<file path="config.mk">
export PLATFORM = sky130hd
export DESIGN_NAME = vend_txn_controller
export DESIGN_NICKNAME = d
export VERILOG_FILES = /design/src/rtl/vend_pkg.sv /design/src/rtl/vend_timeout_timer.sv /design/src/rtl/vend_txn_controller.sv
export SDC_FILE = /design/constraint.sdc
export NUM_CORES = 1
export LEC_CHECK = 0
export ABC_AREA = 1
export BUFFER_PORTS_ARGS = -buffer_cell sky130_fd_sc_hd__buf_2
export CAP_MARGIN = 10
export CORE_ASPECT_RATIO = 1.75
export CORE_MARGIN = 2
export CORE_UTILIZATION = 46
export CTS_BUF_LIST = sky130_fd_sc_hd__clkbuf_4 sky130_fd_sc_hd__clkbuf_8 sky130_fd_sc_hd__clkbuf_16
export DETAILED_ROUTE_END_ITERATION = 8
export GPL_ROUTABILITY_DRIVEN = 0
export PLACE_DENSITY = 0.73
export SLEW_MARGIN = 20
export SYNTH_ARGS = -nofsm -noshare
export SYNTH_HDL_FRONTEND = slang
export SYNTH_SLANG_ARGS = --single-unit
</file>
<file path="constraint.sdc">
create_clock -name clk -period 4.08 [get_ports clk]
set_input_delay 0.816 -clock clk [delete_from_list [all_inputs] [get_ports clk]]
set_output_delay 0.816 -clock clk [all_outputs]
set_load 0.01 [all_outputs]
</file>
<file path="src/rtl/vend_pkg.sv">
// Shared types and constants for the vending transaction controller.
// State encoding, item indices, coin values, one-hot decode helper.
package vend_pkg;

    typedef enum logic [2:0] {
        IDLE,
        COLLECT,
        DISPENSE,
        CHANGE,
        REFUND
    } state_t;

    localparam int CREDIT_W = 6;

    localparam logic [1:0] ITEM_1 = 2'd0;
    localparam logic [1:0] ITEM_2 = 2'd1;
    localparam logic [1:0] ITEM_3 = 2'd2;
    localparam logic [1:0] ITEM_4 = 2'd3;

    localparam logic [CREDIT_W-1:0] COIN5  = 6'd5;
    localparam logic [CREDIT_W-1:0] COIN10 = 6'd10;

    typedef struct packed {
        logic       valid;
        logic [1:0] idx;
    } sel_t;

    // Zero or multiple bits set yields valid=0.
    function automatic sel_t onehot_to_idx(input logic [3:0] v);
        sel_t r;
        r.valid = 1'b1;
        r.idx   = ITEM_1;
        case (v)
            4'b0001: r.idx = ITEM_1;
            4'b0010: r.idx = ITEM_2;
            4'b0100: r.idx = ITEM_3;
            4'b1000: r.idx = ITEM_4;
            default: r.valid = 1'b0;
        endcase
        return r;
    endfunction

endpackage

</file>
<file path="src/rtl/vend_timeout_timer.sv">
// Inactivity counter for the coin-collect phase.
// Ports: clk, rst (sync, active-high), clr, en -> expired at TIMEOUT_CYC-1.
module vend_timeout_timer #(
    parameter int TIMEOUT_CYC = 1000,
    parameter int TMR_W       = 10
) (
    input  logic clk,
    input  logic rst,
    input  logic clr,
    input  logic en,
    output logic expired
);

    localparam logic [TMR_W-1:0] LAST = TMR_W'(TIMEOUT_CYC - 1);

    logic [TMR_W-1:0] cnt;

    // Saturates at LAST so a stalled count never wraps back to zero.
    always_ff @(posedge clk) begin
        if (rst || clr) begin
            cnt <= '0;
        end else if (en && cnt != LAST) begin
            cnt <= cnt + 1'b1;
        end
    end

    assign expired = en && (cnt == LAST);

endmodule

</file>
<file path="src/rtl/vend_txn_controller.sv">
// Single-credit vending sequencer: select, collect coins, dispense, change.
// Ports: coin/select/cancel inputs, product and change valid/ready pairs,
// credit, coin_reject/sel_error pulses, busy. All outputs registered.
module vend_txn_controller
    import vend_pkg::*;
#(
    parameter int PRICE_1     = 15,
    parameter int PRICE_2     = 20,
    parameter int PRICE_3     = 25,
    parameter int PRICE_4     = 30,
    parameter int TIMEOUT_CYC = 1000,
    parameter int TMR_W       = 10
) (
    input  logic                clk,
    input  logic                rst,
    input  logic [3:0]          item_no,
    input  logic                sel_valid,
    input  logic                five_rup,
    input  logic                ten_rup,
    input  logic                cancel,
    output logic                product,
    output logic [1:0]          product_id,
    input  logic                dispense_ready,
    output logic                change,
    output logic [CREDIT_W-1:0] change_amt,
    input  logic                change_ready,
    output logic [CREDIT_W-1:0] credit,
    output logic                coin_reject,
    output logic                sel_error,
    output logic                busy
);

    state_t state, state_n;

    logic [1:0]          item_idx, item_idx_n;
    logic [CREDIT_W-1:0] credit_n, change_amt_n;
    logic [CREDIT_W-1:0] price, coin_val, credit_upd;
    logic                any_coin, coin_ok, coin_both;
    logic                coin_reject_n, sel_error_n;
    logic                tmr_clr, tmr_en, tmr_expired;
    sel_t                sel;

    vend_timeout_timer #(
        .TIMEOUT_CYC(TIMEOUT_CYC),
        .TMR_W      (TMR_W)
    ) u_timer (
        .clk    (clk),
        .rst    (rst),
        .clr    (tmr_clr),
        .en     (tmr_en),
        .expired(tmr_expired)
    );

    assign tmr_en    = (state == COLLECT);
    assign any_coin  = five_rup | ten_rup;
    assign coin_both = five_rup & ten_rup;
    assign coin_ok   = five_rup ^ ten_rup;
    assign coin_val  = ten_rup ? COIN10 : COIN5;
    assign credit_upd = credit + (coin_ok ? coin_val : '0);
    assign sel       = onehot_to_idx(item_no);

    always_comb begin
        price = '0;
        unique case (item_idx)
            ITEM_1: price = CREDIT_W'(PRICE_1);
            ITEM_2: price = CREDIT_W'(PRICE_2);
            ITEM_3: price = CREDIT_W'(PRICE_3);
            ITEM_4: price = CREDIT_W'(PRICE_4);
        endcase
    end

    always_comb begin
        state_n       = state;
        credit_n      = credit;
        item_idx_n    = item_idx;
        change_amt_n  = change_amt;
        coin_reject_n = 1'b0;
        sel_error_n   = 1'b0;
        tmr_clr       = 1'b0;
        unique case (state)
            IDLE: begin
                coin_reject_n = any_coin;
                if (sel_valid) begin
                    if (sel.valid) begin
                        item_idx_n = sel.idx;
                        state_n    = COLLECT;
                        tmr_clr    = 1'b1;
                    end else begin
                        sel_error_n = 1'b1;
                    end
                end
            end
            COLLECT: begin
                // Coin is credited before cancel/timeout is evaluated,
                // so a paying coin beats a simultaneous cancel.
                coin_reject_n = coin_both;
                credit_n      = credit_upd;
                tmr_clr       = coin_ok;
                if (credit_upd >= price) begin
                    state_n = DISPENSE;
                end else if (cancel || (tmr_expired && !coin_ok)) begin
                    if (credit_upd != '0) begin
                        state_n      = REFUND;
                        change_amt_n = credit_upd;
                        credit_n     = '0;
                    end else begin
                        state_n = IDLE;
                    end
                end
            end
            DISPENSE: begin
                coin_reject_n = any_coin;
                if (dispense_ready) begin
                    credit_n = '0;
                    if (credit > price) begin
                        change_amt_n = credit - price;
                        state_n      = CHANGE;
                    end else begin
                        state_n = IDLE;
                    end
                end
            end
            CHANGE, REFUND: begin
                coin_reject_n = any_coin;
                if (change_ready) begin
                    change_amt_n = '0;
                    state_n      = IDLE;
                end
            end
            default: state_n = IDLE;
        endcase
    end

    always_ff @(posedge clk) begin
        if (rst) begin
            state       <= IDLE;
            credit      <= '0;
            item_idx    <= ITEM_1;
            change_amt  <= '0;
            product     <= 1'b0;
            product_id  <= 2'd0;
            change      <= 1'b0;
            coin_reject <= 1'b0;
            sel_error   <= 1'b0;
            busy        <= 1'b0;
        end else begin
            state       <= state_n;
            credit      <= credit_n;
            item_idx    <= item_idx_n;
            change_amt  <= change_amt_n;
            product     <= (state_n == DISPENSE);
            product_id  <= (state_n == DISPENSE) ? item_idx_n : 2'd0;
            change      <= (state_n == CHANGE) || (state_n == REFUND);
            coin_reject <= coin_reject_n;
            sel_error   <= sel_error_n;
            busy        <= (state_n != IDLE);
        end
    end

endmodule
</file>
# Word level (Yosys, flattened, before mapping)
# Cells that the tools add are included.
# totals
reg_bits	34
latch_bits	0
mem_bits_rw	0
rom_bits	0
input_bits	12
out_inout_bits	19
word_cells	98
memories	0
# classes
addsub	3
mul	0
div_mod_pow	0
order_cmp	2
n_eq_ne	22
n_shift	0
muxes	34
bitwise	6
n_reduce_logical	20
# op_table
op	count
6-bit 2-to-1 mux	10
6-bit one-hot mux with 4 select lines	1
3-bit 2-to-1 mux	7
6-bit one-hot mux with 3 select lines	1
3-bit by 2-bit == test with 1-bit output, second input constant	4
2-bit != test, second input constant	6
3-bit one-hot mux with 4 select lines	1
6-bit one-hot mux with 2 select lines	1
10-bit by 1-bit adder with 10-bit output, second input constant	1
10-bit == test, second input constant	1
10-bit != test, second input constant	1
2-bit 2-to-1 mux	4
4-bit 2-to-1 mux	2
4-bit OR reduction	2
7-bit AND reduction	1
6-bit by 4-bit adder with 6-bit output	1
3-bit == test, second input constant	2
6-bit greater-or-equal comparator	1
6-bit > comparator	1
2-bit one-hot mux with 3 select lines	1
3-bit nonzero test	2
6-bit nonzero test	1
6-bit subtractor	1
2-bit == test, second input constant	2
21 further kinds	32

# Depth between registers and ports, before layout
# Gate-level depths: netlist (run 1).
# logic_depth
word_depth	11
mapped_depth	24
mapped_depth_nobuf	24

# Modules after synthesis
# A second synthesis (run 1) with hierarchy kept.
# unflattened
hier_cells	405
area_unflattened_um2	2697.6
# by_module_without_submodules
mod	n_inst	cells_per_inst	area_each_um2
vend_txn_controller	1	310	2074.5
vend_timeout_timer	1	95	623.1

# Worst setup path after synthesis (run 1)
# Ideal clock, no wire load.
# synth_timing
path_type	input to register
from	input port five_rup
to	register change_amt[2]
setup_time_ns	0.115
arrival_time_ns	2.921
required_time_ns	3.965
setup_slack_ns	1.044
stages	24
n_path_buf	1
path_cell_list	inv_1 ha_1 inv_2 nand2_1 and2_1 ha_1 inv_1 nand2_1 inv_1 nand2_1 nand2_1 inv_2 ha_1 nand2_1 nand2_1 nand2_1 nand2_1 nand2_1 nand2_1 o21ai_2 buf_4 nand3_1 nand2_1 nor2_1
# synth_between
elab_chain_cells	7
elab_cells_between_ends	16
cone_classes	1 x add/sub; 1 x order compare; 3 x eq/ne; 5 x mux; 1 x bitwise; 5 x reduce/logical
# synth_lines
element	line_no	rtl
from (decl)	vend_txn_controller.sv:18	input logic five_rup,
1-bit XOR *	vend_txn_controller.sv:57	assign coin_ok = five_rup ^ ten_rup;
branches (longest 6 deep; another with 6-bit by 4-bit adder with 6-bit output)	-	
to (signal assigned)	vend_txn_controller.sv:150	change_amt <= change_amt_n;
to (decl)	vend_txn_controller.sv:25	output logic [CREDIT_W-1:0] change_amt,
# Mark *: on every way between the ends. The select of a mux whose other input is x is not followed.
# A chain may end at the register's enable or synchronous reset.

# Final worst setup path (run 1)
# layout_timing
from	input port five_rup
to	register busy
# layout_between
elab_chain_cells	9
elab_cells_between_ends	13
cone_classes	1 x add/sub; 1 x order compare; 5 x mux; 1 x bitwise; 5 x reduce/logical
# layout_lines
element	line_no	rtl
1-bit XOR *	vend_txn_controller.sv:57	
branches (longest 5 deep; another with 6-bit by 4-bit adder with 6-bit output)	-	
3-bit 2-to-1 mux *	vend_txn_controller.sv:99	if (credit_upd >= price) begin
3-bit one-hot mux with 4 select lines *	vend_txn_controller.sv:80	unique case (state)
3-bit nonzero test *	vend_txn_controller.sv:156	busy <= (state_n != IDLE);
to (signal assigned)	vend_txn_controller.sv:156	
to (decl)	vend_txn_controller.sv:30	output logic busy
# Mark *: on every way between the ends.

==> results of run 1 <==
-- synthesized netlist by cell type (2+ instances only) --
| cell | instances |
|---|---|
| o21ai_1 | 2 |
| dfxtp_1 | 34 |
| ha_1 | 21 |
| xnor2_1 | 3 |
| o21ai_0 | 9 |
| nand4_1 | 6 |
| nor2_1 | 32 |
| o22ai_1 | 2 |
| a21oi_1 | 24 |
| nand3_1 | 40 |
| nand2_2 | 2 |
| inv_1 | 59 |
| or2_2 | 3 |
| nand2_1 | 94 |
| a21oi_2 | 2 |
| o21bai_1 | 2 |
| nor3_1 | 11 |
| xor2_1 | 4 |
| inv_2 | 6 |
| nor2_2 | 3 |
-- final cells by class --
class	count	share of cell area, %
Clock inverter	3	1.47
Sequential cell	34	24.9
Tap cell	55	2.52
Timing Repair Buffer	31	5.77
Multi-Input combinational cell	271	53.7
Clock buffer	5	2.52
Inverter	66	9.07
-- critical path, stage by stage --
cell and delay [ps]:
buf_2 120, inv_1 110, ha_1 230, nand2_1 90, and2_1 170, ha_1 180
inv_1 50, nand2_1 70, inv_1 70, nand2_1 50, nand2_1 100, inv_2 60
ha_1 260, nand2_1 60, nand2_1 40, nand2_1 50, nand2_1 40, nand2_1 50
nand2_1 80, o21ai_2 430, nand2_1 120, nand2_1 180, nand3_1 110
-- sequential cells by signal, indices dropped and copies added, names as in the netlist --
signal and count:
item_idx 2, u_timer.cnt 10, coin_reject 1, busy 1, credit 6, sel_error 1, state 3, product_id 2
change 1, change_amt 6, product 1
-- cell families (layout without fill, tap and decap cells) --
logic type | count (synthesis) | in the layout | share of synthesized area (%)
flops | 34 | 34 | 28.1
buf+inv | 70 | 105 | 11.4
mux | 1 | 1 | 0.413
compound gates | 45 | 45 | 10.4
fa+ha+maj | 22 | 22 | 11.7
xor+xnor | 7 | 7 | 2.53
simple gates | 196 | 196 | 35.6
-- worst paths after layout --
| path | start | to | slack, ps | cells after the start |
|---|---|---|---|---|
| setup / recovery | five_rup | busy$_SDFF_PP0_ | 710 | 23 |
| hold / removal | change_amt[3]$_SDFFE_PP0P_ | change_amt[3]$_SDFFE_PP0P_ | 480 | 2 |
| setup reg to reg | item_idx[0]$_SDFF_PP0_ | change_amt[2]$_SDFFE_PP0P_ | 1180 | 15 |
| hold reg to reg | change_amt[3]$_SDFFE_PP0P_ | change_amt[3]$_SDFFE_PP0P_ | 480 | 2 |
-- metal layers --
| metal | track usage [%] | up-vias |
|---|---|---|
| met5 | 0 | - |
| met4 | 11.4 | 0 |
| met3 | 3.09 | 13 |
| met2 | 40.4 | 37 |
| met1 | 21.0 | 1123 |
| li1 | - | 1265 |
-- where the power goes --
group          switching, mW  internal (mW)
clock                  0.126          0.180
sequential           0.00564          0.341
combinational         0.0719         0.0409
==> out/metrics.yaml, run 1 <==
clock_path_buffers: 2
min_period_ps: 3370
start_util_pct: 46.9
hold_ws_ps: 480
setup_viol_count_final: 0
hp-class: "reg2reg"
antenna_found_initial: 0
numCtsBuffers: 5
std_cell_rows: 35
postSynthCellCount: 375
tightest_slew_ps: 515
cts_resized: 0
ctsRootBufferMaster: "clkbuf_8"
die_area_sq_um: 5890
synth_area_leaders: "dfxtp_1 28%, nand2_1 15%, ha_1 11%"
crit_type: "in2reg"
io_pins: 31
outcome: "finished clean"
worstSetupEndpointType: "flop"
die_y_microns: 100
fillCellCount: 548
finalCritPeriodShare_pct: 82.7
hold_viol_final: 0
dp_worst_setup_slack_ps: 412
top_layer_used: "met4"
synth.top_cell.area_share_pct: 28.1
cp.arrival_ps: 3540
routed_wl_microns: 5870
final_common_cell: "nand2_1"
met2_length_microns: 3230
ys_seq_area_share_pct: 28.1
grt-ovfl-total: 0
final_util_pct: 52.9
rsz0062_at_grt: "false"
via_count: 2438
final_nets: 443
finalSetupTns_ps: 0
dpl.hpwl_microns: 4780
yosys.area.top_type: "dfxtp_1"
cts_max_level: 2
portBuffers: 30
seqCellArea_sq_um: 681
fin_skew_ps: 7.76
layout_common_cells: "94 x nand2_1, 59 x inv_1, 40 x nand3_1"
worstPathRequired_ps: 4250
cts.sinks: 34
syn2layout_area_growth_pct: 12.7
dr.pass1.iters: 4
tritoncts: "yes"
yosysWarnings: 0
multiInputGateArea_sq_um: 1470
clk_pin_slew_worst_paths_ps: 70
avgSynthCellArea_sq_um: 6.46
max_cap_violations: 0
die_w_microns: 58.9
fin_area_sq_um: 2730
ys_ff_latch: 34
crit_path_max_fanout: 13
grt_use_total_pct: 21.3
power_mw: 0.765
synth_edf_count: 0
synth_ff_type: "dfxtp_1"
drt-initial-drc-count: 102
grt_pass1_vias: 2262
wl_met1_microns: 2310
antenna_left: 0
slew_violations: 0
wl_per_cell_microns: 12.6
crit_path_start_kind: "primary input"
postCtsHoldBufs: 0
fin_ws_ps: 706
drc: 0
grt_start_max_net_pins: 16
fmax_ghz: 0.296
fin_cells: 465
core_sq_um: 5170
drive_above_1_share_pct: 14.1
netlist_area_sq_um: 2420
dpl-instance-area_sq_um: 2620
ys_types: 36
synthArstFlopShare_pct: 0
diodes: 0
power_density_nw_per_um2: 280
post-place-cells: 457
grt_pass1_wl_microns: 9670
wl_met3_microns: 144
syn-num-nets: 409
post-cts-setup-buffers: 0
via_per_inst: 5.24
p_leak_nw: 1.37
slew_headroom_pct: 65.7
ir_drop_uv: 283
clock_latency_ps: 290
Power figures use the tool's default switching activity.
==> run 2: changes to the inputs <==
Clock period 4.08 ns to 3.4 ns, I/O delays scaled along.
==> run 2 against run 1 <==
Effect of this change: die area unchanged; power increased by 23%; critical path type unchanged; core utilization is 0.24 points higher.
==> out/metrics.yaml, run 2 (same netlist as run 1, synthesis figures left out) <==
clock_path_buffers: 2  # unchanged
fin_area_sq_um: 2740  # was 2730 sq um
crit_path_start_kind: "primary input"  # unchanged
grt_pass1_vias: 2457  # was 2262
outcome: "finished clean"  # unchanged
grt_start_max_net_pins: 16  # unchanged
ctsRootBufferMaster: "clkbuf_8"  # unchanged
r2r_start: "item_idx[0]$_SDFF_PP0_"  # unchanged
crit_path_max_fanout: 12  # was 13
post-cts-setup-buffers: 0  # unchanged
drc: 0  # unchanged
wl_per_cell_microns: 13.0  # was 12.6 microns
final_nets: 444  # was 443
clock_latency_ps: 290  # about the same
grt-ovfl-total: 0  # unchanged
die_w_microns: 58.9  # unchanged
cp.arrival_ps: 3140  # was 3540 ps
hold_ws_ps: 483  # was 480 ps
std_cell_rows: 35  # unchanged
core_sq_um: 5170  # unchanged
final_common_cell: "nand2_1"  # unchanged
clk_pin_slew_worst_paths_ps: 80  # was 70 ps
dr.pass1.iters: 4  # unchanged
finalCritPeriodShare_pct: 86.7
layout_common_cells: "94 x nand2_1, 59 x inv_1, 40 x nand3_1"  # unchanged
grt_use_total_pct: 22.8  # was 21.3%
die_area_sq_um: 5890  # unchanged
worstPathRequired_ps: 3590  # was 4250 ps
fmax_ghz: 0.339
slew_headroom_pct: 57.0  # was 65.7%
antenna_found_initial: 0  # unchanged
largest_register: "u_timer.cnt"  # unchanged
drt-initial-drc-count: 103  # was 102
diodes: 0  # unchanged
met2_length_microns: 3300  # was 3230 microns
via_per_inst: 5.37  # was 5.24
tritoncts: "yes"  # unchanged
fillCellCount: 544  # was 548
finalSetupTns_ps: 0  # unchanged
fin_skew_ps: 7.92  # was 7.76 ps
routed_wl_microns: 6070  # was 5870 microns
drive_above_1_share_pct: 14.4  # was 14.1%
top_layer_used: "met4"  # unchanged
power_density_nw_per_um2: 342  # was 280 nW/um^2
min_period_ps: 2950
cts_max_level: 2  # unchanged
reg.largest.list: "u_timer.cnt: 10 flops, change_amt: 6 flops, credit: 6 flops"  # unchanged
dpl.hpwl_microns: 4910  # was 4780 microns
grt_pass1_wl_microns: 10500  # was 9670 microns
dpl-instance-area_sq_um: 2630  # was 2620 sq um
postCtsHoldBufs: 0  # unchanged
via_count: 2503  # was 2438
slew_violations: 0  # unchanged
crit_start: "five_rup"  # unchanged
hold_viol_final: 0  # unchanged
hp-class: "reg2reg"  # unchanged
syn2layout_area_growth_pct: 13.2  # was 12.7%
ir_drop_uv: 341  # was 283 uV
cts_resized: 0  # unchanged
worstSetupEndpointType: "flop"  # unchanged
crit_type: "in2reg"  # unchanged
cts.sinks: 34  # unchanged
antenna_left: 0  # unchanged
io_pins: 31  # unchanged
largest_register_ffs: 10  # unchanged
die_y_microns: 100  # unchanged
max_cap_violations: 0  # unchanged
hold_start: "change_amt[4]$_SDFFE_PP0P_"  # was change_amt[3]$_SDFFE_PP0P_
setup_viol_count_final: 0  # unchanged
portBuffers: 30  # unchanged
rsz0062_at_grt: "false"  # unchanged
start_util_pct: 46.9  # unchanged
wl_met3_microns: 252  # was 144 microns
p_leak_nw: 1.37  # about the same
wl_met1_microns: 2180  # was 2310 microns
tightest_slew_ps: 644  # was 515 ps
numCtsBuffers: 5  # unchanged
## run 2: critical path, cell delays in order
cell,delay [ps]
buf_2,110
inv_1,70
ha_1,250
inv_2,80
nand2_1,60
and2_1,140
ha_1,190
inv_1,50
nand2_1,70
inv_1,60
nand2_1,50
nand2_1,100
inv_2,60
ha_1,260
nand2_1,60
nand2_1,40
nand2_1,50
nand2_1,40
nand2_1,50
nand2_1,80
o21ai_2,150
buf_4,200
nand3_1,90
nand2_1,90
nor2_1,40
## run 2: final timing paths
kind	cells past startpoint	to	slack (ps)
worst min register to register	2	change_amt[4]$_SDFFE_PP0P_	480
worst max register to register	15	change_amt[1]$_SDFFE_PP0P_	500
worst max-delay path	25	change_amt[2]$_SDFFE_PP0P_	450
worst min-delay path	2	change_amt[4]$_SDFFE_PP0P_	480
## run 2: through the flow
step                      cells  worst slack [ps]  power [mW]  utilization [%]
after detailed placement    458               125       0.561             50.9
after CTS                   466               442       0.940             53.1
after global routing        466               110       0.979             53.1
after floorplan             375               500       0.517                -
after global placement      458               196       0.558             50.9
final                       466               453       0.939             53.1
## run 2: report_power, final
group	internal [mW]	switching, mW
Sequential	0.409	0.00690
Combinational	0.0489	0.0863
Clock	0.218	0.170
## run 2: per-layer routing
metal,GRT usage [%],vias up
li1,-,1270
met1,22.7,1141
met2,41.5,67
met3,4.25,25
met4,14.2,0
met5,0,-
## run 2: final cells by class
| class | instances | area (sq um) | area share (%) |
|---|---|---|---|
| clock buffer | 5 | 68.8 | 2.51 |
| inverter | 66 | 248 | 9.03 |
| sequential | 34 | 681 | 24.8 |
| timing repair buffer | 32 | 165 | 6.02 |
| tap | 55 | 68.8 | 2.51 |
| multi-input combinational | 271 | 1470 | 53.5 |
| clock inverter | 3 | 45.0 | 1.64 |
==> run 3: changes to the inputs <==
Settings changed: MAX_ROUTING_LAYER from default to met4.
==> run 3 against run 2 <==
Effect of this change: non-clock buffer count stayed put; final area stayed put; sequential share of layout area stayed put; worst setup slack worse by 0.69 ps; register-to-register slack better by 20 ps; via count is 0.36% lower; flip-flop and latch count stayed put; power is 0.27% lower; sequential power hardly changed; wire length is 0.20% higher; critical endpoint unchanged; highest routed layer unchanged.
==> out/metrics.yaml, run 3 (same netlist as run 1, synthesis figures left out) <==
outcome: "finished clean"  # unchanged
numCtsBuffers: 5  # unchanged
seq_power_share_pct: 44.4  # was 44.3%
r2r_start: "item_idx[0]$_SDFF_PP0_"  # unchanged
fin_skew_ps: 4.86  # was 7.92 ps
routed_wl_microns: 6080  # was 6070 microns
die_area_sq_um: 5890  # unchanged
cpMostUsedCell: "nand2_1"  # unchanged
cts_max_level: 2  # unchanged
portBuffers: 30  # unchanged
crit_type: "in2reg"  # unchanged
rrSetupSlack_ps: 520  # was 500 ps
grt_start_max_net_pins: 16  # unchanged
drive_above_1_share_pct: 14.4  # unchanged
dpl.hpwl_microns: 4910  # unchanged
hp-class: "reg2reg"  # unchanged
r2r-end: "change_amt[1]$_SDFFE_PP0P_"  # unchanged
cp.arrival_ps: 3140  # about the same
final_common_cell: "nand2_1"  # unchanged
wl_per_cell_microns: 13.0  # about the same
rsz0062_at_grt: "false"  # unchanged
finalCritPeriodShare_pct: 86.7  # about the same
crit_path_start_kind: "primary input"  # unchanged
hold_viol_final: 0  # unchanged
clock_latency_ps: 290  # about the same
ctsRootBufferMaster: "clkbuf_8"  # unchanged
cts_resized: 0  # unchanged
max_cap_violations: 0  # unchanged
cp_slowest_cell: "ha_1"  # unchanged
p_leak_nw: 1.37  # unchanged
min_period_ps: 2950  # about the same
comb_power_share_pct: 14.5  # was 14.4%
p_clk_share_pct: 41.2  # was 41.3%
crit_path_max_fanout: 12  # unchanged
syn2layout_area_growth_pct: 13.2  # unchanged
drc: 0  # unchanged
critPathMaxStageDelay_ps: 260  # about the same
crit_start: "five_rup"  # unchanged
postCtsHoldBufs: 0  # unchanged
start_util_pct: 46.9  # unchanged
finalSetupTns_ps: 0  # unchanged
slew_headroom_pct: 57.0  # about the same
diodes: 0  # unchanged
antenna_found_initial: 0  # unchanged
die_y_microns: 100  # unchanged
critPathCapture: "change_amt[2]$_SDFFE_PP0P_"  # unchanged
tritoncts: "yes"  # unchanged
grt_pass1_wl_microns: 10500  # unchanged
netSwitchingFraction_pct: 27.8  # was 28.0%
antenna_left: 0  # unchanged
tightest_slew_ps: 645  # was 644 ps
hold_ws_ps: 483  # about the same
grt_pass1_vias: 2459  # was 2457
clk_pin_slew_worst_paths_ps: 80  # about the same
post-place-cells: 458  # unchanged
final_nets: 444  # unchanged
p_int_mw: 0.676  # about the same
io_pins: 31  # unchanged
power_density_nw_per_um2: 341  # was 342 nW/um^2
fmax_ghz: 0.339  # about the same
via_count: 2494  # was 2503
core_sq_um: 5170  # unchanged
dr.pass1.iters: 4  # unchanged
fin_cells: 466  # unchanged
reg.largest.list: "u_timer.cnt: 10 flops, change_amt: 6 flops, credit: 6 flops"  # unchanged
std_cell_rows: 35  # unchanged
fillCellCount: 544  # unchanged
worstPathRequired_ps: 3590  # about the same
clock_path_buffers: 2  # unchanged
largest_register_ffs: 10  # unchanged
die_w_microns: 58.9  # unchanged
grt-ovfl-total: 0  # unchanged
grt_use_total_pct: 23.4  # was 22.8%
via_per_inst: 5.35  # was 5.37
cts.sinks: 34  # unchanged
worst-r2r-cell-count: 15  # unchanged
worstSetupEndpointType: "flop"  # unchanged
ir_drop_uv: 335  # was 341 uV
largest_register: "u_timer.cnt"  # unchanged
setup_viol_count_final: 0  # unchanged
slew_violations: 0  # unchanged
drt-initial-drc-count: 110  # was 103
layout_common_cells: "94 x nand2_1, 59 x inv_1, 40 x nand3_1"  # unchanged
post-cts-setup-buffers: 0  # unchanged
power.switching_mw: 0.260  # was 0.263 mW
[run 3: cell counts in the layout (fill, tap and decap cells not counted)]
No cell type changed its count.
[run 3: metal layers]
layer / GRT usage (%) / vias up / part of all wire (%)
met1: 22.8 / 1138 / 36
met3: 3.99 / 25 / 4.0
met2: 41.5 / 64 / 55
met5: - / - / 0
li1: - / 1267 / -
met4: 14.2 / 0 / 5.5
[run 3: how the worst min path moves through the flow]
stage	startpoint	endpoint	slack, ps	depth (start not counted)
3_5_place_dp	change_amt[4]$_SDFFE_PP0P_	change_amt[4]$_SDFFE_PP0P_	470	2
2_1_floorplan	u_timer.cnt[6]$_SDFFE_PP0P_	u_timer.cnt[6]$_SDFFE_PP0P_	450	2
4_1_cts	change_amt[4]$_SDFFE_PP0P_	change_amt[4]$_SDFFE_PP0P_	490	2
5_1_grt	change_amt[4]$_SDFFE_PP0P_	change_amt[4]$_SDFFE_PP0P_	510	2
3_3_place_gp	change_amt[4]$_SDFFE_PP0P_	change_amt[4]$_SDFFE_PP0P_	460	2
6_report	change_amt[4]$_SDFFE_PP0P_	change_amt[4]$_SDFFE_PP0P_	480	2
[run 3: critical path: cells and delay by family]
family / cells / cell delay, ps
AO/OA/AOI/OAI: 1 / 150
adder cells (fa/ha/maj): 3 / 700
buffers and inverters: 7 / 630
AND/OR/NAND/NOR: 14 / 960
[run 3: layout make-up]
type                       instances  area [sq um]  area share (%)
multi-input combinational        271          1470            53.5
sequential                        34           681            24.8
inverter                          66           248            9.03
timing repair buffer              32           165            6.02
clock buffer                       5          68.8            2.51
tap                               55          68.8            2.51
clock inverter                     3          45.0            1.64
[run 3: stage by stage]
step / power, mW / setup WS (ps) / utilization (%) / area, sq um
global placement: 0.558 / 196 / 50.9 / 2630
floorplan: 0.517 / 500 / - / 2420
global route: 0.980 / 110 / 53.1 / 2740
CTS: 0.940 / 442 / 53.1 / 2740
finish: 0.936 / 452 / 53.1 / 2740
detailed placement: 0.561 / 125 / 50.9 / 2630
[run 3: power by group through the flow]
stage               combinational [mW]  sequential (mW)  clock, mW
CTS                              0.136            0.416      0.388
detailed placement               0.135            0.425          0
global route                     0.156            0.417      0.407
global placement                 0.134            0.425          0
finish                           0.135            0.416      0.385
floorplan                       0.0893            0.428          0
